File: src/rtl/acq_wnd_seqgen_pkg.sv
`default_nettype none
// ============================================================================
// Module  : acq_wnd_seqgen_pkg
// Brief   : Shared widths and one-hot state encoding for the acquisition
//           window sequence generator.
// Rev     : 1.0  initial release
// ============================================================================
package acq_wnd_seqgen_pkg;

  localparam int c_DEF_DELAY_WIDTH    = 32;
  localparam int c_DEF_ECHO_CNT_WIDTH = 32;

  // One-hot sequencer states
  typedef enum logic [4:0] {
    S_IDLE  = 5'b00001,
    S_DELAY = 5'b00010,
    S_WND   = 5'b00100,
    S_GAP   = 5'b01000,
    S_FIN   = 5'b10000
  } seq_state_t;

endpackage
`default_nettype wire

File: src/rtl/acq_wnd_seqgen_if.sv
`default_nettype none
// ============================================================================
// Module  : acq_wnd_seqgen_if
// Brief   : Config/control and window outputs of the echo-train sequencer.
// Config  : ACQ_WND_DUMMY_ECHO_EN adds the DUMMY_ECHOES input.
// Rev     : 1.0  initial release
// ============================================================================
interface acq_wnd_seqgen_if
  import acq_wnd_seqgen_pkg::*;
#(
  parameter int DELAY_WIDTH    = c_DEF_DELAY_WIDTH,
  parameter int ECHO_CNT_WIDTH = c_DEF_ECHO_CNT_WIDTH
);
  logic                      START;
  logic [DELAY_WIDTH-1:0]    FIRST_DELAY;
  logic [DELAY_WIDTH-1:0]    ECHO_PERIOD;
  logic [DELAY_WIDTH-1:0]    WND_LEN;
  logic [ECHO_CNT_WIDTH-1:0] NUM_ECHOES;
`ifdef ACQ_WND_DUMMY_ECHO_EN
  logic [ECHO_CNT_WIDTH-1:0] DUMMY_ECHOES;
`endif
  logic                      ACQ_WND;
  logic [ECHO_CNT_WIDTH-1:0] ECHO_IDX;
  logic                      BUSY;
  logic                      DONE;

  modport master (
    output START, FIRST_DELAY, ECHO_PERIOD, WND_LEN, NUM_ECHOES,
`ifdef ACQ_WND_DUMMY_ECHO_EN
    output DUMMY_ECHOES,
`endif
    input  ACQ_WND, ECHO_IDX, BUSY, DONE
  );

  modport slave (
    input  START, FIRST_DELAY, ECHO_PERIOD, WND_LEN, NUM_ECHOES,
`ifdef ACQ_WND_DUMMY_ECHO_EN
    input  DUMMY_ECHOES,
`endif
    output ACQ_WND, ECHO_IDX, BUSY, DONE
  );
endinterface
`default_nettype wire

File: src/rtl/acq_wnd_seqgen_wnd_down_counter.sv
`default_nettype none
// ============================================================================
// Module  : wnd_down_counter
// Brief   : Loadable down-counter that holds at zero; zero flag is the
//           terminal-count indication used by the sequencer timers.
// Rev     : 1.0  initial release
// ============================================================================
module wnd_down_counter #(
  parameter int WIDTH = 32
) (
  input  wire logic             CLK,
  input  wire logic             RESET,
  input  wire logic             i_load,
  input  wire logic [WIDTH-1:0] i_load_val,
  output logic                  o_zero
);
  localparam logic [WIDTH-1:0] c_ONE = 1;

  logic [WIDTH-1:0] r_count;

  // Load has priority; otherwise count down and park at zero
  always_ff @(posedge CLK) begin
    if (RESET)
      r_count <= '0;
    else if (i_load)
      r_count <= i_load_val;
    else if (r_count != '0)
      r_count <= r_count - c_ONE;
  end

  assign o_zero = (r_count == '0);
endmodule
`default_nettype wire

File: src/rtl/acq_wnd_seqgen.sv
`default_nettype none
// ============================================================================
// Module  : acq_wnd_seqgen
// Brief   : Generates a train of acquisition windows: first rise FIRST_DELAY
//           cycles after START, then one window per ECHO_PERIOD, each WND_LEN
//           cycles high. All outputs are flops.
// Config  : ACQ_WND_DUMMY_ECHO_EN - leading DUMMY_ECHOES slots run their
//           timing and index but keep ACQ_WND low.
// Rev     : 1.0  initial release
// ============================================================================
module acq_wnd_seqgen
  import acq_wnd_seqgen_pkg::*;
#(
  parameter int DELAY_WIDTH    = c_DEF_DELAY_WIDTH,
  parameter int ECHO_CNT_WIDTH = c_DEF_ECHO_CNT_WIDTH
) (
  input  wire logic       CLK,
  input  wire logic       RESET,
  acq_wnd_seqgen_if.slave bus
);
`ifdef ACQ_WND_DUMMY_ECHO_EN
  localparam int c_SLOT_W = ECHO_CNT_WIDTH + 1;  // dummy + real may carry
`else
  localparam int c_SLOT_W = ECHO_CNT_WIDTH;
`endif
  localparam logic [DELAY_WIDTH-1:0]    c_D_ONE = 1;
  localparam logic [ECHO_CNT_WIDTH-1:0] c_E_ONE = 1;
  localparam logic [c_SLOT_W-1:0]       c_S_ONE = 1;

  seq_state_t                r_state, w_state_nxt;
  logic [DELAY_WIDTH-1:0]    r_per_m1, r_wl_m1;
  logic [c_SLOT_W-1:0]       r_slots_left;
  logic [ECHO_CNT_WIDTH-1:0] r_echo_idx;
  logic                      r_first, r_slot_dummy;
  logic                      r_acq_wnd, r_busy, r_done;
`ifdef ACQ_WND_DUMMY_ECHO_EN
  logic [ECHO_CNT_WIDTH-1:0] r_dummy_left;
`endif
  logic                      w_dummy_now;
  logic                      w_accept, w_rise;
  logic                      w_per_load, w_wnd_load, w_per_zero, w_wnd_zero;
  logic [DELAY_WIDTH-1:0]    w_per_load_val;
  logic [DELAY_WIDTH-1:0]    w_fd_m1, w_wl_eff, w_wl_m1, w_per_m1;
  logic [c_SLOT_W-1:0]       w_total_slots;
  logic                      w_acq_nxt, w_busy_nxt, w_done_nxt;

  // Effective config from the live inputs; only captured on acceptance.
  // Timers hold value-1 so a load at edge t reaches zero at edge t+value.
  always_comb begin
    w_fd_m1  = (bus.FIRST_DELAY == '0) ? '0 : bus.FIRST_DELAY - c_D_ONE;
    w_wl_eff = (bus.WND_LEN == '0) ? c_D_ONE : bus.WND_LEN;
    w_wl_m1  = w_wl_eff - c_D_ONE;
    // period-1 = max(P-1, WL_eff) avoids overflow of WL_eff+1
    w_per_m1 = (bus.ECHO_PERIOD > w_wl_eff) ? bus.ECHO_PERIOD - c_D_ONE : w_wl_eff;
`ifdef ACQ_WND_DUMMY_ECHO_EN
    w_total_slots = {1'b0, bus.NUM_ECHOES} + {1'b0, bus.DUMMY_ECHOES};
`else
    w_total_slots = bus.NUM_ECHOES;
`endif
  end

`ifdef ACQ_WND_DUMMY_ECHO_EN
  assign w_dummy_now = (r_dummy_left != '0);
`else
  assign w_dummy_now = 1'b0;
`endif

  // State register
  always_ff @(posedge CLK) begin
    if (RESET)
      r_state <= S_IDLE;
    else
      r_state <= w_state_nxt;
  end

  // Next-state, timer control and next registered outputs
  always_comb begin
    w_state_nxt    = r_state;
    w_accept       = 1'b0;
    w_rise         = 1'b0;
    w_per_load     = 1'b0;
    w_per_load_val = r_per_m1;
    w_wnd_load     = 1'b0;
    case (r_state)
      S_IDLE: begin
        if (bus.START) begin
          w_accept       = 1'b1;
          w_state_nxt    = S_DELAY;
          w_per_load     = 1'b1;
          w_per_load_val = w_fd_m1;
        end
      end
      S_DELAY, S_GAP: begin
        if (r_slots_left == '0) begin
          w_state_nxt = S_FIN;
        end else if (w_per_zero) begin
          w_rise      = 1'b1;
          w_state_nxt = S_WND;
          w_per_load  = 1'b1;
          w_wnd_load  = 1'b1;
        end
      end
      S_WND: begin
        if (w_wnd_zero)
          w_state_nxt = S_GAP;
      end
      S_FIN:   w_state_nxt = S_IDLE;
      default: w_state_nxt = S_IDLE;
    endcase

    w_acq_nxt = 1'b0;
    if (w_rise)
      w_acq_nxt = !w_dummy_now;
    else if ((r_state == S_WND) && (w_state_nxt == S_WND))
      w_acq_nxt = !r_slot_dummy;
    w_busy_nxt = (w_state_nxt == S_DELAY) || (w_state_nxt == S_WND) ||
                 (w_state_nxt == S_GAP);
    w_done_nxt = (w_state_nxt == S_FIN);
  end

  // Latched config, slot bookkeeping and output flops
  always_ff @(posedge CLK) begin
    if (RESET) begin
      r_per_m1     <= '0;
      r_wl_m1      <= '0;
      r_slots_left <= '0;
      r_echo_idx   <= '0;
      r_first      <= 1'b0;
      r_slot_dummy <= 1'b0;
      r_acq_wnd    <= 1'b0;
      r_busy       <= 1'b0;
      r_done       <= 1'b0;
`ifdef ACQ_WND_DUMMY_ECHO_EN
      r_dummy_left <= '0;
`endif
    end else begin
      r_acq_wnd <= w_acq_nxt;
      r_busy    <= w_busy_nxt;
      r_done    <= w_done_nxt;
      if (w_accept) begin
        r_per_m1     <= w_per_m1;
        r_wl_m1      <= w_wl_m1;
        r_slots_left <= w_total_slots;
        r_echo_idx   <= '0;
        r_first      <= 1'b1;
        r_slot_dummy <= 1'b0;
`ifdef ACQ_WND_DUMMY_ECHO_EN
        r_dummy_left <= bus.DUMMY_ECHOES;
`endif
      end else if (w_rise) begin
        r_slots_left <= r_slots_left - c_S_ONE;
        r_first      <= 1'b0;
        r_slot_dummy <= w_dummy_now;
        if (!r_first)
          r_echo_idx <= r_echo_idx + c_E_ONE;
`ifdef ACQ_WND_DUMMY_ECHO_EN
        if (w_dummy_now)
          r_dummy_left <= r_dummy_left - c_E_ONE;
`endif
      end
    end
  end

  wnd_down_counter #(.WIDTH(DELAY_WIDTH)) u_per_tmr (
    .CLK        (CLK),
    .RESET      (RESET),
    .i_load     (w_per_load),
    .i_load_val (w_per_load_val),
    .o_zero     (w_per_zero)
  );

  wnd_down_counter #(.WIDTH(DELAY_WIDTH)) u_wnd_tmr (
    .CLK        (CLK),
    .RESET      (RESET),
    .i_load     (w_wnd_load),
    .i_load_val (r_wl_m1),
    .o_zero     (w_wnd_zero)
  );

  assign bus.ACQ_WND  = r_acq_wnd;
  assign bus.ECHO_IDX = r_echo_idx;
  assign bus.BUSY     = r_busy;
  assign bus.DONE     = r_done;
endmodule
`default_nettype wire

File: src/flat_wrapper.sv
// flat-port wrapper written by rule: the top's interface ports become plain ports
module acq_wnd_seqgen_flat import acq_wnd_seqgen_pkg::*;
#(
  parameter int DELAY_WIDTH    = c_DEF_DELAY_WIDTH,
  parameter int ECHO_CNT_WIDTH = c_DEF_ECHO_CNT_WIDTH
)
  (CLK, RESET, bus_START, bus_FIRST_DELAY, bus_ECHO_PERIOD, bus_WND_LEN, bus_NUM_ECHOES, bus_ACQ_WND, bus_ECHO_IDX, bus_BUSY, bus_DONE);
  acq_wnd_seqgen_if #(.DELAY_WIDTH(DELAY_WIDTH), .ECHO_CNT_WIDTH(ECHO_CNT_WIDTH)) bus_i ();
  input  wire logic CLK;
  input  wire logic RESET;
  input wire logic [$bits(bus_i.START)-1:0] bus_START;
  input wire logic [$bits(bus_i.FIRST_DELAY)-1:0] bus_FIRST_DELAY;
  input wire logic [$bits(bus_i.ECHO_PERIOD)-1:0] bus_ECHO_PERIOD;
  input wire logic [$bits(bus_i.WND_LEN)-1:0] bus_WND_LEN;
  input wire logic [$bits(bus_i.NUM_ECHOES)-1:0] bus_NUM_ECHOES;
  output wire logic [$bits(bus_i.ACQ_WND)-1:0] bus_ACQ_WND;
  output wire logic [$bits(bus_i.ECHO_IDX)-1:0] bus_ECHO_IDX;
  output wire logic [$bits(bus_i.BUSY)-1:0] bus_BUSY;
  output wire logic [$bits(bus_i.DONE)-1:0] bus_DONE;
  assign bus_i.START = bus_START;
  assign bus_i.FIRST_DELAY = bus_FIRST_DELAY;
  assign bus_i.ECHO_PERIOD = bus_ECHO_PERIOD;
  assign bus_i.WND_LEN = bus_WND_LEN;
  assign bus_i.NUM_ECHOES = bus_NUM_ECHOES;
  assign bus_ACQ_WND = bus_i.ACQ_WND;
  assign bus_ECHO_IDX = bus_i.ECHO_IDX;
  assign bus_BUSY = bus_i.BUSY;
  assign bus_DONE = bus_i.DONE;
  acq_wnd_seqgen #(.DELAY_WIDTH(DELAY_WIDTH), .ECHO_CNT_WIDTH(ECHO_CNT_WIDTH)) u_core (.CLK(CLK), .RESET(RESET), .bus(bus_i));
endmodule
File: config.mk
export PLATFORM = sky130hd
export DESIGN_NAME = acq_wnd_seqgen_flat
export DESIGN_NICKNAME = d
export VERILOG_FILES = /design/src/rtl/acq_wnd_seqgen_pkg.sv /design/src/rtl/acq_wnd_seqgen_if.sv /design/src/rtl/acq_wnd_seqgen_wnd_down_counter.sv /design/src/rtl/acq_wnd_seqgen.sv /design/src/flat_wrapper.sv
export SDC_FILE = /design/constraint.sdc
export NUM_CORES = 1
export LEC_CHECK = 0
export CORE_ASPECT_RATIO = 0.6
export CORE_UTILIZATION = 53
export CTS_BUF_LIST = sky130_fd_sc_hd__clkbuf_8
export DETAILED_ROUTE_END_ITERATION = 6
export HOLD_SLACK_MARGIN = 0.12
export PLACE_DENSITY = 0.77
export SLEW_MARGIN = 0
export SYNTH_ARGS = -nofsm -noshare
export SYNTH_HDL_FRONTEND = slang
export SYNTH_SLANG_ARGS = --single-unit
File: constraint.sdc
create_clock -name CLK -period 4.7 [get_ports CLK]
set_input_delay 0.705 -clock CLK [delete_from_list [all_inputs] [get_ports CLK]]
set_output_delay 0.705 -clock CLK [all_outputs]
set_load 0.01 [all_outputs]
==> results of run 1 <==
[worst min-delay path: stages (launching register included)]
cell	delay [ps]
dfxtp_1	310
nand2_1	50
a21oi_1	50
[how the worst min path moves through the flow]
stage / slack (ps) / startpoint / end / cells past startpoint
final: 450 / u_core.r_wl_m1[31] / u_core.r_wl_m1[31] / 2
after global routing: 470 / u_core.r_wl_m1[31] / u_core.r_wl_m1[31] / 2
after CTS: 450 / u_core.r_wl_m1[0] / u_core.u_wnd_tmr.r_count[0] / 2
after detailed placement: 450 / u_core.r_wl_m1[31] / u_core.r_wl_m1[31] / 2
after global placement: 440 / u_core.r_wl_m1[31] / u_core.r_wl_m1[31] / 2
after floorplan: 420 / u_core.r_per_m1[10] / u_core.r_per_m1[10] / 2
[metrics by stage]
stage	power [mW]	hold WS, ps	setup WS [ps]
detailed placement	4.09	447	182
CTS	5.63	452	753
finish	5.66	453	675
global placement	4.05	444	252
floorplan	3.52	424	990
global route	5.98	471	515
[flip-flops by register name (all words and copies together), names as in the netlist]
register,count
u_core.bus.DONE,1
u_core.bus.ACQ_WND,1
u_core.r_state,5
u_core.r_per_m1,32
u_core.u_wnd_tmr.r_count,32
u_core.r_first,1
u_core.bus.BUSY,1
u_core.r_wl_m1,32
u_core.bus.ECHO_IDX,32
u_core.r_slots_left,32
u_core.u_per_tmr.r_count,32
[metal layers]
| layer | vias to the layer above | track usage [%] |
|---|---|---|
| met2 | 666 | 45.7 |
| met3 | 77 | 8.68 |
| met5 | - | 0 |
| met4 | 0 | 6.54 |
| li1 | 6121 | - |
| met1 | 6012 | 52.4 |
[where the power goes]
group          internal [mW]  switching (mW)
logic                  0.825            1.10
registers               1.96           0.242
clock network          0.815           0.719
[cell families (layout without fill, tap and decap cells)]
kind of cell               after synthesis  in the layout  share of synthesized area, %
AOI/OAI and AO/OA                      334            334                          18.3
xor gates and xnor gates               149            149                          10.6
adders and majority gates               39             39                          3.96
buffers and inverters                  144            313                          4.47
DFF                                    201            201                          32.7
muxes                                    9              9                         0.742
other                                    0              1                             0
and+or+nand+nor                        689            689                          29.3
[cells in the final DEF, fill, tap and decap left out, types with 4 or more instances in the layout]
cell type,Yosys,layout
dfxtp_1,201,201
nor2b_1,7,7
clkinv_2,0,7
nor4b_1,5,5
nand4_1,25,25
nand2b_1,7,7
o311ai_0,20,20
nor2_1,170,169
or2_2,8,8
nor3_1,62,62
ha_1,39,39
a31oi_1,6,6
o21ai_0,59,59
and4_1,6,6
a21oi_1,84,84
nand2_1,130,130
a221oi_1,15,15
nor4_1,65,63
xnor2_1,86,86
mux2i_1,8,8
clkdlybuf4s50_1,0,164
o41ai_1,5,5
or4_1,59,59
o21bai_1,5,5
or3_1,46,46
o211ai_1,4,4
nor3b_1,7,7
a211oi_1,65,65
o31ai_1,17,17
nand3_1,50,49
xor2_1,63,63
o221ai_1,13,13
clkbuf_8,0,43
and3_1,9,8
nand3b_1,21,21
inv_1,52,58
a311oi_1,21,21
buf_4,0,39
[cell type report]
cell class,count,area (um2),share of cell area [%]
Timing Repair Buffer,203,1930,12.9
Clock buffer,43,592,3.95
Sequential cell,201,4020,26.9
Inverter,53,199,1.33
Tap cell,308,385,2.57
Antenna cell,1,2.50,0.0167
Multi-Input combinational cell,1220,7770,51.9
Clock inverter,14,68.8,0.460
==> results.py, run 1 <==
metrics = {
    "logic_synthesis": {
        "syn_inst": 1565,
        "syn_area_per_cell_um2": 7.87,
        "synth_nets": 1735,
        "yosysMostFrequentCell": "dfxtp_1",
        "synth.cells.most_frequent": "dfxtp_1, nor2_1, nand2_1",
        "synth_top_area_share_pct": 32.7,
        "synth-seq-cells": 201,
        "yosys.area.top_type": "dfxtp_1",
        "seq_area_frac_synth_pct": 32.7,
        "synth_area_um2": 12300,
        "yosys_warnings": 0,
        "synth.area.top_cells": "dfxtp_1, xnor2_1, nor2_1",
        "async_flop_share_pct": 0,
        "synth_cell_types": 60,
        "synth_ff_type": "dfxtp_1",
        "synth_edf_count": 0,
    },
    "clocking": {
        "clockRootBuffer": "clkbuf_8",
        "cts_setup_buffers": 0,
        "clock-sinks": 201,
        "cts.reportedPaths.clkPinSlew_ps": 70,
        "postCtsHoldBufs": 0,
        "cts.path.max_buffers": 3,
        "cts_buffers": 31,
        "cts_tree": "built",
        "cts-resized-gates": 0,
        "clkLatencyLatePin_ps": 590,
        "htreeDepth": 1,
    },
    "grt": {
        "first_global_vias": 11500,
        "grt_pass1_wl_um": 63500,
        "grt.total_usage_pct": 33.7,
        "grt_max_degree": 85,
        "antenna_found_initial": 1,
        "grt.overflow.total": 0,
    },
    "die": {
        "start_util_pct": 55.0,
        "die-height_um": 120,
        "io-pin-count": 166,
        "die-width_um": 199,
        "die_area_um2": 23900,
        "core.rowCount": 42,
        "core_area_um2": 22400,
    },
    "placed_design": {
        "dp.cells": 1985,
        "place.gp.congestion": 1.08,
        "numPortBuffers": 165,
        "hpwl_um": 30400,
        "place_area_um2": 14300,
    },
    "layout": {
        "postLayoutCoreUtil_pct": 66.9,
        "nFillCells": 1954,
        "layout.cells.non_filler": 2043,
        "synthToLayoutAreaGrowth_pct": 21.6,
        "fin_nets": 1880,
        "fin_area_um2": 15000,
        "drive_above_1_share_pct": 6.46,
    },
    "drt": {
        "ant_nets": 0,
        "routed.top_layer": "met4",
        "vias_per_cell": 6.30,
        "wl_met2_um": 16000,
        "drt-total-wl_um": 40700,
        "drt_iter0_markers": 1612,
        "remaining_drc_errors": 0,
        "met1_length_um": 19400,
        "wl_per_cell_um": 19.9,
        "vias": 12900,
        "met3WireLength_um": 4530,
        "drt-pass1-iter-count": 6,
    },
    "worst_setup_path": {
        "timing.rr.end": "u_core.bus.ECHO_IDX[29]",
        "endpoint": "u_core.r_per_m1[21]",
        "timing.rr.start": "u_core.u_per_tmr.r_count[8]",
        "critPathCaptureType": "register",
        "cp_common_cell": "or4_1",
        "crit_fanout": 15,
        "reg2reg_slack_ps": 890,
        "critPathSlowestCell": "or4_1",
        "cp_num_cells": 15,
        "slowest_delay_ps": 480,
        "r2r_cells": 7,
        "crit_chain": "clkdlybuf4s50_1 > or3_1 > or4_1 > nor4_1 > nor2_1 > inv_1 > ha_1 > nor2b_1 > o211ai_1 > a2111oi_0 > o311a_1 > o21a_1 > buf_4 > or4_1 > o311ai_0",
        "critPathKind": "in2reg",
        "cp_data_required_time_ps": 5170,
        "crit_start": "bus_WND_LEN[25]",
        "crit_family": "simple AND/OR/NAND/NOR gates",
        "startpoint_type": "input pin",
        "crit_buf_inv": 3,
        "arrival_ps": 4490,
    },
    "min_path": {
        "hold_path.class": "reg2reg",
    },
    "sta": {
        "fin_tns_setup_ps": 0,
        "hold_viol_final": 0,
        "slew-limit-headroom_pct": 32.0,
        "period_needed_ps": 4030,
        "tightest_slew_ps": 1010,
        "fmax_mhz": 248,
        "fin_skew_ps": 15.4,
        "period_share_pct": 85.6,
        "maxSlewViolCount": 0,
        "final-setup-viol-count": 0,
        "rsz0062_at_grt": "false",
    },
    "power_and_ir_drop": {
        "ir_drop_v": 0.000218,
        "power_density_nw_per_um2": 378,
        "leakagePower_nw": 5.37,
    },
    "run_status": {
        "status": "finished, final reports clean",
    },
    "job": {
        "drv_cap": 0,
    },
}
Power figures use the tool's default switching activity.
==> run 2, diff against run 1 <==
--- a/config.mk
+++ b/config.mk
@@ -11,7 +11,6 @@
 export DETAILED_ROUTE_END_ITERATION = 6
 export HOLD_SLACK_MARGIN = 0.12
 export PLACE_DENSITY = 0.77
-export SLEW_MARGIN = 0
 export SYNTH_ARGS = -nofsm -noshare
 export SYNTH_HDL_FRONTEND = slang
 export SYNTH_SLANG_ARGS = --single-unit
==> constraint.sdc (replaced) <==
create_clock -name CLK -period 4.7 [get_ports CLK]
set_input_delay 0.94 -clock CLK [delete_from_list [all_inputs] [get_ports CLK]]
set_output_delay 0.94 -clock CLK [all_outputs]
set_load 0.01 [all_outputs]
==> results.py, run 2 (same netlist as run 1, synthesis figures left out) <==
metrics = {
    "drt": {
        "met3WireLength_um": 5270,
        "drt-total-wl_um": 41700,
        "ant_nets": 0,
        "vias": 13000,
        "routed.top_layer": "met4",
        "met1_length_um": 19400,
        "wl_per_cell_um": 20.2,
        "vias_per_cell": 6.31,
        "drt_iter0_markers": 1515,
        "remaining_drc_errors": 0,
        "wl_met2_um": 16300,
        "drt-pass1-iter-count": 5,
    },
    "die": {
        "die-width_um": 199,
        "core.rowCount": 42,
        "start_util_pct": 55.0,
        "core_area_um2": 22400,
        "io-pin-count": 166,
        "die-height_um": 120,
        "die_area_um2": 23900,
    },
    "layout": {
        "nFillCells": 1917,
        "fin_area_um2": 15200,
        "most-common-layout-cells": "dfxtp_1, nor2_1, clkdlybuf4s50_1, nand2_1, xnor2_1",
        "layout_commonest_cell": "dfxtp_1",
        "final-seq-area_um2": 4020,
        "fin_nets": 1900,
        "layout.cells.non_filler": 2063,
        "drive_above_1_share_pct": 7.64,
        "insertedDiodeCount": 0,
        "synthToLayoutAreaGrowth_pct": 23.3,
        "multiInputGateArea_um2": 7770,
    },
    "placed_design": {
        "numPortBuffers": 165,
        "dp.cells": 2005,
        "place.gp.congestion": 1.02,
        "dp_slack_ps": 41.1,
        "place_area_um2": 14500,
        "hpwl_um": 31300,
    },
    "grt": {
        "antenna_found_initial": 1,
        "grt_max_degree": 82,
        "grt_pass1_wl_um": 64900,
        "grt.total_usage_pct": 34.7,
        "grt.overflow.total": 0,
        "first_global_vias": 11700,
    },
    "sta": {
        "fmax_mhz": 240,
        "rsz0062_at_grt": "false",
        "fin_ws_ps": 535,
        "fin_tns_setup_ps": 0,
        "fin_skew_ps": 18.6,
        "slew-limit-headroom_pct": 21.0,
        "tightest_slew_ps": 1180,
        "final-setup-viol-count": 0,
        "hold_viol_final": 0,
        "maxSlewViolCount": 0,
        "period_needed_ps": 4170,
        "period_share_pct": 88.6,
    },
    "worst_setup_path": {
        "critPathSlowestCell": "nor4_1",
        "critPathKind": "in2reg",
        "reg2reg_slack_ps": 880,
        "cp_common_cell": "nor4_1",
        "crit_chain": "clkdlybuf4s50_1 > nor4_1 > nand4_1 > nor4_1 > nor2_1 > inv_1 > ha_1 > nor2b_1 > o211ai_1 > a2111oi_0 > o311a_1 > o21a_1 > or4_1 > o311ai_0",
        "startpoint_type": "input pin",
        "arrival_ps": 4630,
        "critPathCaptureType": "register",
        "cp_data_required_time_ps": 5160,
        "timing.rr.start": "u_core.u_per_tmr.r_count[15]",
        "r2r_cells": 7,
        "slowest_delay_ps": 540,
        "timing.rr.end": "u_core.bus.ECHO_IDX[29]",
        "crit_fanout": 22,
    },
    "clocking": {
        "postCtsHoldBufs": 0,
        "cts.reportedPaths.clkPinSlew_ps": 70,
        "cts_tree": "built",
        "cts-resized-gates": 0,
        "htreeDepth": 1,
        "cts_buffers": 31,
        "clkLatencyLatePin_ps": 590,
        "clock-sinks": 201,
        "cts_setup_buffers": 0,
        "clockRootBuffer": "clkbuf_8",
        "cts.path.max_buffers": 3,
    },
    "power_and_ir_drop": {
        "power_density_nw_per_um2": 384,
        "ir_drop_v": 0.000223,
        "leakagePower_nw": 5.48,
    },
    "min_path": {
        "min_to": "u_core.r_wl_m1[0]",
        "hold_path.class": "reg2reg",
        "hold_depth": 2,
        "min-delay-start": "u_core.r_wl_m1[0]",
    },
    "job": {
        "drv_cap": 0,
    },
    "run_status": {
        "status": "finished, final reports clean",
    },
}
==> run 2: cell count changes in the layout (fill, tap and decap cells not counted) <==
cell | previous run | this run
buf_4 | 39 | 59
bufinv_16 | 0 | 2
clkinv_4 | 0 | 1
diode_2 | 1 | 0
inv_1 | 58 | 56
nor2_1 | 169 | 170
nor2_2 | 1 | 0
==> run 2: cell type report <==
cell class	instances	share of cell area (%)
clock inverters	15	0.857
repair buffers	223	13.7
clock buffers	43	3.90
inverters	53	1.31
flip-flops and latches	201	26.5
multi-input cells	1220	51.2
well taps	308	2.54
==> run 2: worst max-delay path: cells and delay by family <==
family / cells / cell delay, ps
AOI/OAI and AO/OA: 5 / 1180
adders and majority gates: 1 / 140
buffers and inverters: 2 / 590
and+or+nand+nor: 6 / 1770
==> run 2: worst max-delay path by stage <==
| stage | from | end | cells after the start |
|---|---|---|---|
| 5_1_grt | bus_WND_LEN[25] | u_core.r_per_m1[0] | 14 |
| 4_1_cts | bus_WND_LEN[25] | u_core.r_per_m1[26] | 14 |
| 2_1_floorplan | bus_WND_LEN[25] | u_core.r_per_m1[12] | 15 |
| 3_5_place_dp | bus_WND_LEN[25] | u_core.r_per_m1[26] | 14 |
| 6_report | bus_WND_LEN[13] | u_core.r_per_m1[26] | 14 |
| 3_3_place_gp | bus_WND_LEN[25] | u_core.r_per_m1[31] | 14 |
==> run 2: stage by stage <==
stage / util, % / hold slack, ps / total power, mW
2_1_floorplan: - / 424 / 3.52
6_report: 67.8 / 464 / 5.83
4_1_cts: 67.8 / 464 / 5.79
3_5_place_dp: 64.6 / 453 / 4.11
5_1_grt: 67.8 / 473 / 6.14
3_3_place_gp: 64.6 / 441 / 4.06
==> run 2: where the power goes <==
part | switching [mW] | internal, mW
sequential | 0.246 | 1.96
combinational | 1.11 | 0.833
clock | 0.755 | 0.930
==> run 2: layer usage <==
| metal | track usage (%) | up-vias |
|---|---|---|
| met2 | 47.1 | 672 |
| met5 | 1.09 | - |
| met3 | 11.2 | 77 |
| met1 | 52.6 | 6090 |
| li1 | - | 6170 |
| met4 | 6.06 | 0 |
==> run 3, diff against run 2 <==
--- a/config.mk
+++ b/config.mk
@@ -5,12 +5,13 @@
 export SDC_FILE = /design/constraint.sdc
 export NUM_CORES = 1
 export LEC_CHECK = 0
+export ABC_AREA = 1
 export CORE_ASPECT_RATIO = 0.6
 export CORE_UTILIZATION = 53
 export CTS_BUF_LIST = sky130_fd_sc_hd__clkbuf_8
 export DETAILED_ROUTE_END_ITERATION = 6
 export HOLD_SLACK_MARGIN = 0.12
-export PLACE_DENSITY = 0.77
+export PLACE_DENSITY = 0.76
 export SYNTH_ARGS = -nofsm -noshare
 export SYNTH_HDL_FRONTEND = slang
 export SYNTH_SLANG_ARGS = --single-unit
==> results.py, run 3 <==
metrics = {
    "placed_design": {
        "numPortBuffers": 165,
        "place_area_um2": 16100,
        "dp_slack_ps": 529,
        "dp.cells": 2739,
        "place.gp.congestion": 1.03,
        "hpwl_um": 40500,
    },
    "layout": {
        "multiInputGateArea_um2": 9100,
        "final-seq-area_um2": 4020,
        "layout_commonest_cell": "nand2_1",
        "most-common-layout-cells": "nand2_1, nor2_1, inv_1, dfxtp_1, nand3_1",
        "drive_above_1_share_pct": 5.29,
        "fin_area_um2": 16800,
        "insertedDiodeCount": 0,
        "layout.cells.non_filler": 2800,
        "fin_nets": 2585,
        "synthToLayoutAreaGrowth_pct": 18.3,
        "postLayoutCoreUtil_pct": 63.8,
        "nFillCells": 2510,
    },
    "sta": {
        "fmax_mhz": 270,
        "period_needed_ps": 3710,
        "rsz0062_at_grt": "false",
        "fin_tns_setup_ps": 0,
        "fin_ws_ps": 994,
        "maxSlewViolCount": 0,
        "tightest_slew_ps": 1110,
        "hold_slack_ps": 469,
        "final-setup-viol-count": 0,
        "hold_viol_final": 0,
        "period_share_pct": 78.9,
        "slew-limit-headroom_pct": 25.8,
        "fin_skew_ps": 41.6,
    },
    "logic_synthesis": {
        "synth.area.top_cells": "dfxtp_1, nand2_1, nor2_1",
        "syn_inst": 2272,
        "synth_top_area_share_pct": 28.3,
        "synth_area_um2": 14200,
        "synth-seq-cells": 201,
        "synth_nets": 2442,
        "async_flop_share_pct": 0,
        "yosys.area.top_type": "dfxtp_1",
        "yosysMostFrequentCell": "nand2_1",
        "yosys_warnings": 0,
        "synth_ff_type": "dfxtp_1",
        "seq_area_frac_synth_pct": 28.3,
        "synth.cells.most_frequent": "nand2_1, nor2_1, dfxtp_1",
        "synth_edf_count": 0,
        "synth_cell_types": 50,
        "syn_area_per_cell_um2": 6.26,
    },
    "clocking": {
        "postCtsHoldBufs": 0,
        "cts-resized-gates": 0,
        "clkLatencyLatePin_ps": 560,
        "cts_buffers": 34,
        "clock-sinks": 201,
        "cts.reportedPaths.clkPinSlew_ps": 60,
        "clockRootBuffer": "clkbuf_8",
        "cts_tree": "built",
        "htreeDepth": 2,
        "cts_setup_buffers": 0,
        "cts.path.max_buffers": 3,
    },
    "min_path": {
        "hold_path.class": "reg2reg",
    },
    "worst_setup_path": {
        "startpoint_type": "input pin",
        "reg2reg_slack_ps": 1370,
        "critPathCaptureType": "register",
        "arrival_ps": 4070,
        "cp_data_required_time_ps": 5060,
        "crit_fanout": 23,
        "critPathKind": "in2reg",
    },
    "grt": {
        "grt_max_degree": 84,
        "antenna_found_initial": 0,
        "grt_pass1_wl_um": 79400,
        "grt.total_usage_pct": 37.7,
        "grt.overflow.total": 0,
        "first_global_vias": 14200,
    },
    "power_and_ir_drop": {
        "power_density_nw_per_um2": 381,
        "power.total_mw": 6.42,
        "leakagePower_nw": 7.24,
        "ir_drop_v": 0.000394,
    },
    "die": {
        "die-width_um": 213,
        "core.rowCount": 46,
        "die_area_um2": 27500,
        "die-height_um": 129,
        "start_util_pct": 53.9,
        "core_area_um2": 26400,
        "io-pin-count": 166,
    },
    "drt": {
        "drt_iter0_markers": 2182,
        "vias": 16000,
        "drt-total-wl_um": 52300,
        "wl_per_cell_um": 18.7,
        "drt-pass1-iter-count": 6,
        "remaining_drc_errors": 0,
        "vias_per_cell": 5.70,
        "ant_nets": 0,
    },
    "run_status": {
        "status": "finished, final reports clean",
    },
    "job": {
        "drv_cap": 0,
    },
}
run 3: cell types whose count changed after synthesis, moves of 22 or more:
| cell | delta |
|---|---|
| nand2_1 | +446 |
| nor2_1 | +192 |
| inv_1 | +142 |
| nand3_1 | +134 |
| a21oi_1 | +65 |
| a211oi_1 | -62 |
| or4_1 | -59 |
| nor4_1 | -52 |
| o21ai_0 | +49 |
| or3_1 | -45 |
| clkbuf_1 | -41 |
| xor2_1 | +40 |
| xnor2_1 | -35 |
| nor3_1 | -22 |
run 3: where the power goes:
| group | leakage (nW) | internal [mW] | switching, mW | total [mW] |
|---|---|---|---|---|
| clock | 0.404 | 0.918 | 0.782 | 1.70 |
| combinational | 5.19 | 0.922 | 1.62 | 2.54 |
| sequential | 1.65 | 1.96 | 0.221 | 2.18 |
| total | 7.24 | 3.80 | 2.62 | 6.42 |
run 3: cells by family (layout without fill, tap and decap cells):
family,after synthesis,after routing,synth area share (%)
buf+inv,275,443,7.72
fa+ha+maj,39,39,3.43
xor+xnor,154,154,9.48
flops,201,201,28.3
compound gates,313,313,11.9
simple gates,1290,1290,39.1
run 3: layer usage:
| layer | GRT usage (%) | up-vias | part of all wire (%) |
|---|---|---|---|
| met5 | 1.72 | - | 0.12 |
| met4 | 9.66 | 2 | 2.0 |
| met3 | 11.5 | 82 | 14 |
| met2 | 49.3 | 909 | 38 |
| met1 | 57.8 | 7303 | 47 |
| li1 | - | 7674 | - |
run 3: layout make-up:
type / instances / area share, %
sequential: 201 / 23.9
multi-input combinational: 1796 / 54.1
clock buffer: 45 / 3.68
inverter: 202 / 4.51
tap: 360 / 2.68
clock inverter: 16 / 0.624
timing repair buffer: 180 / 10.5
run 3: worst paths after layout:
kind | start | end | cells after the start
worst max-delay path | bus_WND_LEN[15] | u_core.r_per_m1[7] | 23
worst min-delay path | u_core.r_wl_m1[1] | u_core.r_wl_m1[1] | 2
worst max register to register | u_core.r_slots_left[0] | u_core.u_per_tmr.r_count[25] | 13
worst min register to register | u_core.r_wl_m1[1] | u_core.r_wl_m1[1] | 2
run 3: critical path, cell delays in order:
cell	delay [ps]
clkdlybuf4s50_1	560
nor2_1	260
nand2_1	130
nor2_1	180
nand3_1	120
o21ai_1	350
ha_1	220
inv_1	40
nand2_1	40
nand2_1	40
nand2_1	50
nand2_1	40
nand2_1	50
nand2_1	70
nand2_1	70
nand2_1	40
nand2_1	50
nand2_1	60
nand2_1	320
buf_12	220
nand2_1	70
nand3_1	70
a21oi_1	60
